File: config.mk
export PLATFORM = sky130hd
export DESIGN_NAME = pll_csr_bank_flat
export DESIGN_NICKNAME = d
export VERILOG_FILES = /design/src/rtl/pll_csr_bank_if.sv /design/src/rtl/pll_csr_bank.sv /design/src/flat_wrapper.sv
export SDC_FILE = /design/constraint.sdc
export NUM_CORES = 1
export LEC_CHECK = 0
export ABC_AREA = 0
export CAP_MARGIN = 0
export CORE_ASPECT_RATIO = 1.4
export CORE_MARGIN = 5
export CORE_UTILIZATION = 45
export DETAILED_ROUTE_END_ITERATION = 16
export PLACE_DENSITY = 0.69
export SYNTH_ARGS = -nofsm -noshare
export SYNTH_HDL_FRONTEND = slang
export SYNTH_SLANG_ARGS = --single-unit
File: constraint.sdc
create_clock -name clk -period 4.5 [get_ports clk]
set_clock_uncertainty 0.1 [all_clocks]
set_input_delay 1.35 -clock clk [delete_from_list [all_inputs] [get_ports clk]]
set_output_delay 1.35 -clock clk [all_outputs]
set_load 0.02 [all_outputs]
File: src/rtl/pll_csr_bank_if.sv
// CSR host bus for the PLL configuration bank.
// Latency: read data and error pulse are returned one cycle after the strobe.
// Backpressure: none; the slave accepts one access every cycle.
//
// Signals: csr_we/csr_re strobes, csr_addr {page,reg}, csr_wdata,
//          csr_rdata/csr_rvalid registered read return, csr_err illegal-access pulse.
interface pll_csr_bank_if;
  logic       csr_we;
  logic       csr_re;
  logic [7:0] csr_addr;
  logic [7:0] csr_wdata;
  logic [7:0] csr_rdata;
  logic       csr_rvalid;
  logic       csr_err;

  modport master (
    output csr_we, csr_re, csr_addr, csr_wdata,
    input  csr_rdata, csr_rvalid, csr_err
  );

  modport slave (
    input  csr_we, csr_re, csr_addr, csr_wdata,
    output csr_rdata, csr_rvalid, csr_err
  );
endinterface

File: src/rtl/pll_csr_bank.sv
// Double-buffered PLL configuration bank: host writes shadow, COMMIT copies
// shadow to active per channel mask. Latency: reads/err 1 cycle, commit 1 edge.
// Backpressure: none; every access completes in the cycle it is presented.
//
// Ports: clk, rst_n (async active-low), csr (pll_csr_bank_if.slave),
//        div_fb/div_out/ref_sel/enb active per-channel fields, ready settle status.
// Optional macro PLL_CSR_SETTLE_EN: per-channel settle counters drive ready;
// without it ready is constant all ones.
module pll_csr_bank #(
  parameter int NCH        = 4,
  parameter int DIVW       = 4,
  parameter int SELW       = 2,
  parameter int SETTLE_CYC = 16,
  parameter int CNTW       = 5
) (
  input  logic                 clk,
  input  logic                 rst_n,
  pll_csr_bank_if.slave        csr,
  output logic [NCH*DIVW-1:0]  div_fb,
  output logic [NCH*DIVW-1:0]  div_out,
  output logic [NCH*SELW-1:0]  ref_sel,
  output logic [NCH-1:0]       enb,
  output logic [NCH-1:0]       ready
);

  // Elaboration-time guard on parameter combinations that cannot work.
  if (NCH < 2 || NCH > 8 || (1 << SELW) < NCH || SETTLE_CYC < 1 ||
      SETTLE_CYC >= (1 << CNTW)) begin : g_param_bad
    $error("pll_csr_bank: illegal parameter combination");
  end

  localparam logic [3:0] NCH4 = 4'(NCH);
  localparam logic [7:0] NCH8 = 8'(NCH);

  logic [NCH-1:0][DIVW-1:0] sh_fb_q,  sh_fb_d,  act_fb_q,  act_fb_d;
  logic [NCH-1:0][DIVW-1:0] sh_out_q, sh_out_d, act_out_q, act_out_d;
  logic [NCH-1:0][SELW-1:0] sh_sel_q, sh_sel_d, act_sel_q, act_sel_d;
  logic [NCH-1:0]           sh_enb_q, sh_enb_d, act_enb_q, act_enb_d;

  logic [7:0] rdata_q, rdata_d;
  logic       rvalid_q, rvalid_d;
  logic       err_q, err_d;

  logic [3:0] page, rsel;
  logic       is_ch, is_glb, ch_reg_ok;
  logic       ref_bad, wr_commit, wr_err, rd_ok, rd_err;
  logic [DIVW-1:0] div_val;
  logic [NCH-1:0]  pending;
  logic [NCH-1:0]  commit_mask;
  logic [NCH-1:0]  ready_w;

  assign page      = csr.csr_addr[7:4];
  assign rsel      = csr.csr_addr[3:0];
  assign is_ch     = (page < NCH4);
  assign is_glb    = (page == 4'hF);
  assign ch_reg_ok = is_ch && (rsel < 4'd4);

  // ref_sel is checked against the whole byte so high garbage bits cannot alias
  // onto a legal select.
  assign ref_bad   = (rsel == 4'd2) && (csr.csr_wdata >= NCH8);
  assign wr_commit = csr.csr_we && is_glb && (rsel == 4'd0);
  assign wr_err    = csr.csr_we &&
                     (!(ch_reg_ok || (is_glb && rsel == 4'd0)) || (ch_reg_ok && ref_bad));
  assign rd_ok     = csr.csr_re &&
                     (ch_reg_ok || (is_glb && (rsel == 4'd1 || rsel == 4'd2)));
  assign rd_err    = csr.csr_re && !rd_ok;

  // A zero divider would stall the PLL; it is promoted to divide-by-one.
  assign div_val     = (csr.csr_wdata[DIVW-1:0] == '0) ? DIVW'(1) : csr.csr_wdata[DIVW-1:0];
  assign commit_mask = wr_commit ? csr.csr_wdata[NCH-1:0] : '0;

  always_comb begin
    for (int i = 0; i < NCH; i++) begin
      pending[i] = (sh_fb_q[i]  != act_fb_q[i])  || (sh_out_q[i] != act_out_q[i]) ||
                   (sh_sel_q[i] != act_sel_q[i]) || (sh_enb_q[i] != act_enb_q[i]);
    end
  end

  always_comb begin
    sh_fb_d   = sh_fb_q;
    sh_out_d  = sh_out_q;
    sh_sel_d  = sh_sel_q;
    sh_enb_d  = sh_enb_q;
    act_fb_d  = act_fb_q;
    act_out_d = act_out_q;
    act_sel_d = act_sel_q;
    act_enb_d = act_enb_q;
    for (int i = 0; i < NCH; i++) begin
      if (csr.csr_we && ch_reg_ok && page == 4'(i)) begin
        case (rsel)
          4'd0:    sh_fb_d[i]  = div_val;
          4'd1:    sh_out_d[i] = div_val;
          4'd2:    if (!ref_bad) sh_sel_d[i] = csr.csr_wdata[SELW-1:0];
          4'd3:    sh_enb_d[i] = csr.csr_wdata[0];
          default: ;
        endcase
      end
      if (commit_mask[i]) begin
        act_fb_d[i]  = sh_fb_q[i];
        act_out_d[i] = sh_out_q[i];
        act_sel_d[i] = sh_sel_q[i];
        act_enb_d[i] = sh_enb_q[i];
      end
    end
  end

  // Read path uses the _q values, so a same-cycle write is not visible yet.
  always_comb begin
    rdata_d  = 8'h00;
    rvalid_d = csr.csr_re;
    err_d    = wr_err || rd_err;
    if (rd_ok) begin
      if (is_glb) begin
        rdata_d = (rsel == 4'd1) ? 8'(ready_w) : 8'(pending);
      end else begin
        for (int i = 0; i < NCH; i++) begin
          if (page == 4'(i)) begin
            case (rsel)
              4'd0:    rdata_d = 8'(sh_fb_q[i]);
              4'd1:    rdata_d = 8'(sh_out_q[i]);
              4'd2:    rdata_d = 8'(sh_sel_q[i]);
              4'd3:    rdata_d = 8'(sh_enb_q[i]);
              default: rdata_d = 8'h00;
            endcase
          end
        end
      end
    end
  end

  always_ff @(posedge clk or negedge rst_n) begin
    if (!rst_n) begin
      for (int i = 0; i < NCH; i++) begin
        sh_fb_q[i]   <= DIVW'(1);
        sh_out_q[i]  <= DIVW'(1);
        act_fb_q[i]  <= DIVW'(1);
        act_out_q[i] <= DIVW'(1);
      end
      sh_sel_q  <= '0;
      act_sel_q <= '0;
      sh_enb_q  <= '1;
      act_enb_q <= '1;
      rdata_q   <= 8'h00;
      rvalid_q  <= 1'b0;
      err_q     <= 1'b0;
    end else begin
      sh_fb_q   <= sh_fb_d;
      sh_out_q  <= sh_out_d;
      sh_sel_q  <= sh_sel_d;
      sh_enb_q  <= sh_enb_d;
      act_fb_q  <= act_fb_d;
      act_out_q <= act_out_d;
      act_sel_q <= act_sel_d;
      act_enb_q <= act_enb_d;
      rdata_q   <= rdata_d;
      rvalid_q  <= rvalid_d;
      err_q     <= err_d;
    end
  end

`ifdef PLL_CSR_SETTLE_EN
  localparam logic [CNTW-1:0] SETTLE_LD = CNTW'(SETTLE_CYC);

  logic [NCH-1:0][CNTW-1:0] cnt_q, cnt_d;

  // Counter loads on the commit edge, so ready falls together with the active
  // update and returns after SETTLE_CYC further edges. Re-commit reloads.
  always_comb begin
    for (int i = 0; i < NCH; i++) begin
      cnt_d[i]   = (cnt_q[i] != '0) ? cnt_q[i] - CNTW'(1) : '0;
      if (commit_mask[i]) cnt_d[i] = SETTLE_LD;
      ready_w[i] = (cnt_q[i] == '0);
    end
  end

  always_ff @(posedge clk or negedge rst_n) begin
    if (!rst_n) cnt_q <= '0;
    else        cnt_q <= cnt_d;
  end
`else
  assign ready_w = '1;
`endif

  assign div_fb         = act_fb_q;
  assign div_out        = act_out_q;
  assign ref_sel        = act_sel_q;
  assign enb            = act_enb_q;
  assign ready          = ready_w;
  assign csr.csr_rdata  = rdata_q;
  assign csr.csr_rvalid = rvalid_q;
  assign csr.csr_err    = err_q;

endmodule

File: src/flat_wrapper.sv
// flat-port wrapper written by rule: the top's interface ports become plain ports
module pll_csr_bank_flat 
#(
  parameter int NCH        = 4,
  parameter int DIVW       = 4,
  parameter int SELW       = 2,
  parameter int SETTLE_CYC = 16,
  parameter int CNTW       = 5
)
  (clk, rst_n, div_fb, div_out, ref_sel, enb, ready, csr_csr_we, csr_csr_re, csr_csr_addr, csr_csr_wdata, csr_csr_rdata, csr_csr_rvalid, csr_csr_err);
  pll_csr_bank_if csr_i ();
  input  logic clk;
  input  logic rst_n;
  output logic [NCH*DIVW-1:0] div_fb;
  output logic [NCH*DIVW-1:0] div_out;
  output logic [NCH*SELW-1:0] ref_sel;
  output logic [NCH-1:0] enb;
  output logic [NCH-1:0] ready;
  input wire logic [$bits(csr_i.csr_we)-1:0] csr_csr_we;
  input wire logic [$bits(csr_i.csr_re)-1:0] csr_csr_re;
  input wire logic [$bits(csr_i.csr_addr)-1:0] csr_csr_addr;
  input wire logic [$bits(csr_i.csr_wdata)-1:0] csr_csr_wdata;
  output wire logic [$bits(csr_i.csr_rdata)-1:0] csr_csr_rdata;
  output wire logic [$bits(csr_i.csr_rvalid)-1:0] csr_csr_rvalid;
  output wire logic [$bits(csr_i.csr_err)-1:0] csr_csr_err;
  assign csr_i.csr_we = csr_csr_we;
  assign csr_i.csr_re = csr_csr_re;
  assign csr_i.csr_addr = csr_csr_addr;
  assign csr_i.csr_wdata = csr_csr_wdata;
  assign csr_csr_rdata = csr_i.csr_rdata;
  assign csr_csr_rvalid = csr_i.csr_rvalid;
  assign csr_csr_err = csr_i.csr_err;
  pll_csr_bank #(.NCH(NCH), .DIVW(DIVW), .SELW(SELW), .SETTLE_CYC(SETTLE_CYC), .CNTW(CNTW)) u_core (.clk(clk), .rst_n(rst_n), .csr(csr_i), .div_fb(div_fb), .div_out(div_out), .ref_sel(ref_sel), .enb(enb), .ready(ready));
endmodule
==> impl_metrics.yaml, run 1 <==
floorplanning:
  initial_core_util_pct: 46.0
  core_mm2: 0.0103
  dieArea_mm2: 0.0128
  ios: 78
  rows: 44
  die_x_um: 97.0
  die_y_um: 132
clock_tree:
  h-tree-depth: 3
  cts_buffer_depth: 2
  cts_resized: 0
  cts_tree: "yes"
  clkLatencyLatePin_ns: 0.34
  hold_buffers: 0
  cts-buffers-inserted: 9
  post_cts_buffers: 0
  cts_sinks: 94
  clock-root-buffer: "clkbuf_16"
  clk_pin_slew_worst_paths_ns: 0.06
placed_design:
  portBuffers: 69
  gp_congestion: 0.910
  post-place-ws_ns: 0.440
  place_area_mm2: 0.00558
  dp_hpwl_um: 8100
pwr:
  power_density_mw_per_mm2: 285
  p_leak_uw: 0.00270
  vdd_ir_drop_max_uv: 183
synth:
  synthMuxAreaShare_pct: 25.5
  synth-edff-count: 0
  yosysMostFrequentCell: "mux2_2"
  synthTopCellsByCount: "91 x mux2_2, 70 x dfrtp_1, 25 x xor2_1"
  syn_area_mm2: 0.00476
  synthArstFlopShare_pct: 100
  synth_flop_cell: "dfrtp_1"
  yosys.area.top_type: "dfrtp_1"
  synthXorXnorAreaFrac_pct: 8.27
  synthCells: 363
  synth_area_leaders: "dfrtp_1 37%, mux2_2 22%, dfstp_2 13%"
  synth-compound-area-share_pct: 3.55
  yosysUniqueCellTypes: 50
  ys_seq_elements: 94
  synth_top_area_share_pct: 36.8
  synth-seq-area-share_pct: 50.0
  yosysWarnings: 0
  synth_fa_ha_area_share_pct: 0
  synth_simple_gate_area_share_pct: 9.32
  synth_top_family_by_area: "multiplexers"
  syn_area_per_cell_um2: 13.1
setup_path:
  cpLargestDelayFamily: "simple AND/OR/NAND/NOR gates"
  crit_buf_inv: 1
  crit_fanout: 11
  worstPathCellList: "clkdlybuf4s50_1, or4_1, nor3_2, nand3_1, nor3_1, mux2_2"
  required_ns: 4.62
  reg2reg_from: "u_core.sh_fb_q[4]"
  arrival_ns: 3.82
  path_class: "in2reg"
  endpoint_kind: "register"
  startpoint_type: "input port"
  crit_path_start: "csr_csr_wdata[2]"
  cpPeakStageDelay_ns: 0.68
  slowest_stage: "clkdlybuf4s50_1"
timing:
  max_freq_mhz: 270
  slew_headroom_pct: 25.4
  finalCritPeriodShare_pct: 82.3
  fin_setup_tns_ns: 0
  slew_viol_final: 0
  setup_viol: 0
  finalHoldViolCount: 0
  worst_slack_ns: 0.797
  worst_pin_slew_ns: 1.12
  fin_crit_ns: 3.70
  grt_setup_unrepaired: "no"
job:
  cap_viol_max_count: 0
cells_and_area:
  layout-drive-gt1-share_pct: 34.9
  num_antenna_cells: 0
  fill_cells: 944
  final_cell_area_mm2: 0.00585
  synthToLayoutAreaGrowth_pct: 22.9
  nets: 456
global_route:
  grt-ovfl-total: 0
  track_usage_pct: 17.7
  grt_pass1_wl_um: 18100
  grt_max_degree: 91
  first_global_vias: 3356
  antenna_found_initial: 0
detailed_routing:
  drt_iter0_markers: 218
  drc: 0
  wl_per_cell_um: 19.0
  viasPerCell: 5.39
  wl_um: 11000
  vias: 3123
  drt_pass1_iterations: 4
  ant_nets: 0
worst_hold_path:
  min-delay-path-class: "reg2reg"
  hp-start: "u_core.div_out[7]"
outcome:
  status: "finished, final reports clean"
flip-flops by register name, summed over array words and instances (netlist names):
signal,cells
u_core.div_fb,16
u_core.div_out,16
u_core.sh_fb_q,16
u_core.sh_out_q,16
u_core.ref_sel,8
u_core.sh_sel_q,8
u_core.csr.csr_rdata,4
u_core.enb,4
u_core.sh_enb_q,4
u_core.csr.csr_err,1
u_core.csr.csr_rvalid,1
final timing paths:
path                                      endpoint  slack [ns]  cells after the start
setup / recovery                u_core.sh_sel_q[4]        0.80                      6
hold / removal                   u_core.div_out[7]        0.45                      1
setup reg to reg           u_core.csr.csr_rdata[1]        2.64                      5
hold reg to reg                  u_core.div_out[7]        0.45                      1
max in group asynchronous       u_core.sh_out_q[0]        2.36                      2
min in group asynchronous        u_core.ref_sel[4]        1.11                      1
cell families after synthesis:
group	count (synthesis)
muxes	101
DFF	94
and+or+nand+nor	72
xor gates and xnor gates	45
buffers and inverters	25
AOI/OAI and AO/OA	24
other	2
metal layers:
layer	wire [µm]	GRT usage (%)	share of wire (%)
met2	5620	30.0	51
met3	524	4.13	4.8
met4	280	6.71	2.5
met1	4590	21.7	42
met5	0	0	0
area by class of cell:
cell class	count	area [µm²]	area share, %
clock buffer	15	268	4.58
clock inverter	1	5.00	0.0855
inverter	2	7.51	0.128
multi-input combinational	250	2250	38.5
sequential	94	2380	40.7
tap	138	173	2.95
timing repair buffer	79	763	13.0
metrics by stage:
step                hold WS [ns]  total power [µW]  cells  utilization [%]
detailed placement         0.443               987    563             53.9
floorplan                  0.431               931    369                -
global placement           0.439               986    563             53.9
finish                     0.451              1670    579             56.5
CTS                        0.456              1690    579             56.5
global route               0.470              1740    579             56.5
power breakdown:
group / total [µW] / switching [µW] / internal [µW]
Clock: 696 / 291 / 405
Combinational: 111 / 68.5 / 42.4
Sequential: 861 / 6.99 / 854
Total: 1670 / 366 / 1300
placed cells by master, fill, tap and decap left out, types with 4 or more instances in the layout:
cell,Yosys,layout
a31oi_1,4,4
buf_4,12,11
clkbuf_1,6,4
clkbuf_16,0,9
clkdlybuf4s50_1,0,68
conb_1,2,8
dfrtp_1,70,70
dfstp_2,24,24
mux2_2,91,91
nand2_1,17,17
nand3_1,4,4
nand4_1,8,8
nor2_1,8,8
nor2b_1,6,6
nor3_1,4,4
nor4_1,9,9
xnor2_1,20,20
xor2_1,25,25
No activity file was read; power rests on OpenSTA's default activity.
==> run 2: changes to the inputs <==
Settings changed: PLACE_DENSITY 0.69 to 0.72.
Clock period 4.5 ns to 3.4 ns, I/O delays scaled along.
==> impl_metrics.yaml, run 2 (synthesized netlist as in run 1, its figures left out) <==
setup_path:
  path_class: "in2reg"
  crit_fanout: 6
  reg2reg_to: "u_core.csr.csr_rdata[1]"
  startpoint_type: "input port"
  endpoint_kind: "register"
  rr_worst_depth: 5
  required_ns: 3.52
  reg2reg_from: "u_core.sh_fb_q[4]"
  rrSetupSlack_ns: 1.52
  arrival_ns: 3.11
cells_and_area:
  layout-drive-gt1-share_pct: 36.7
  final_common_cell: "mux2_2"
  num_antenna_cells: 0
  synthToLayoutAreaGrowth_pct: 25.5
  fill_cells: 903
  nets: 467
  multi_input_area_mm2: 0.00225
  post_layout_nonfiller_instances: 588
  seqCellArea_mm2: 0.00238
  layout_common_cells: "91 x mux2_2, 70 x dfrtp_1, 68 x clkdlybuf4s50_1"
clock_tree:
  cts_tree: "yes"
  post_cts_buffers: 0
  h-tree-depth: 3
  cts_resized: 0
  cts_sinks: 94
  clkLatencyLatePin_ns: 0.34
  clock-root-buffer: "clkbuf_16"
  hold_buffers: 0
  clk_pin_slew_worst_paths_ns: 0.06
  cts-buffers-inserted: 9
  cts_buffer_depth: 2
detailed_routing:
  drt_pass1_iterations: 4
  wl_um: 11800
  vias: 3162
  ant_nets: 0
  drc: 0
  wl_per_cell_um: 20.0
  viasPerCell: 5.38
  drt_iter0_markers: 100
global_route:
  grt_pass1_wl_um: 19100
  met2_usage_pct: 33.8
  met3_usage_pct: 3.92
  grt-ovfl-total: 0
  first_global_vias: 3490
  antenna_found_initial: 0
  top_usage_layer: "met2"
  grt_max_degree: 60
  met1_usage_pct: 23.3
  track_usage_pct: 19.2
outcome:
  status: "finished, final reports clean"
timing:
  max_freq_mhz: 335
  holdWs_ns: 0.451
  fin_crit_ns: 2.99
  fin_setup_tns_ns: 0
  setup_viol: 0
  slew_viol_final: 0
  slew_headroom_pct: 63.8
  worst_slack_ns: 0.414
  finalHoldViolCount: 0
  worst_pin_slew_ns: 0.542
  grt_setup_unrepaired: "no"
  finalCritPeriodShare_pct: 87.8
pwr:
  p_leak_uw: 0.00277
  total_power_uw: 2290
  power_density_mw_per_mm2: 383
  vdd_ir_drop_max_uv: 242
floorplanning:
  initial_core_util_pct: 46.0
  die_y_um: 132
  ios: 78
  rows: 44
  dieArea_mm2: 0.0128
  die_x_um: 97.0
  core_mm2: 0.0103
worst_hold_path:
  holdPathEnd: "u_core.div_fb[1]"
  min-delay-path-class: "reg2reg"
  hold_depth: 1
  hp-start: "u_core.div_fb[1]"
placed_design:
  dp_hpwl_um: 8770
  dp_cells: 574
  portBuffers: 69
  post-place-ws_ns: 0.0792
  gp_congestion: 0.848
job:
  cap_viol_max_count: 0
-- run 2: how the worst max path moves through the flow --
stage | start | end | depth (start not counted)
floorplan | csr_csr_wdata[2] | u_core.sh_sel_q[5] | 5
global placement | csr_csr_addr[7] | u_core.sh_sel_q[2] | 6
detailed placement | csr_csr_addr[7] | u_core.sh_sel_q[2] | 6
CTS | csr_csr_wdata[2] | u_core.sh_sel_q[7] | 6
global route | csr_csr_addr[7] | u_core.sh_fb_q[6] | 6
finish | csr_csr_addr[7] | u_core.sh_fb_q[6] | 6
-- run 2: worst max-delay path, stage by stage --
cell,delay (ns)
clkdlybuf4s50_1,0.51
nor4_2,0.44
nand2_2,0.18
or3_4,0.41
nor2b_4,0.19
mux2_2,0.35
-- run 2: area by class of cell --
cell class                 count  area share (%)
tap                          138            2.89
clock buffer                  13            4.35
timing repair buffer          90            14.6
sequential                    94            39.9
inverter                       2           0.126
clock inverter                 1           0.502
multi-input combinational    250            37.7
-- run 2: stage by stage --
step	area, µm²	utilization (%)
final	5980	57.7
after global routing	5980	57.7
after CTS	5980	57.7
after detailed placement	5690	54.9
after global placement	5690	54.9
after floorplan	4790	-
-- run 2: where the power goes --
group          internal (µW)  switching (µW)
Sequential              1130            9.22
Clock                    602             385
Combinational           66.2            96.2
-- run 2: layer usage --
layer | up-vias | share of wire, %
met5 | - | 0
met4 | 0 | 1.6
met3 | 13 | 3.0
met2 | 71 | 53
met1 | 1614 | 42
li1 | 1464 | -
==> run 3: changes to the inputs <==
Settings changed: CAP_MARGIN 0 to 10.
==> results of run 3 <==
No change in the layout: final DEF, timing and power equal those of run 2.
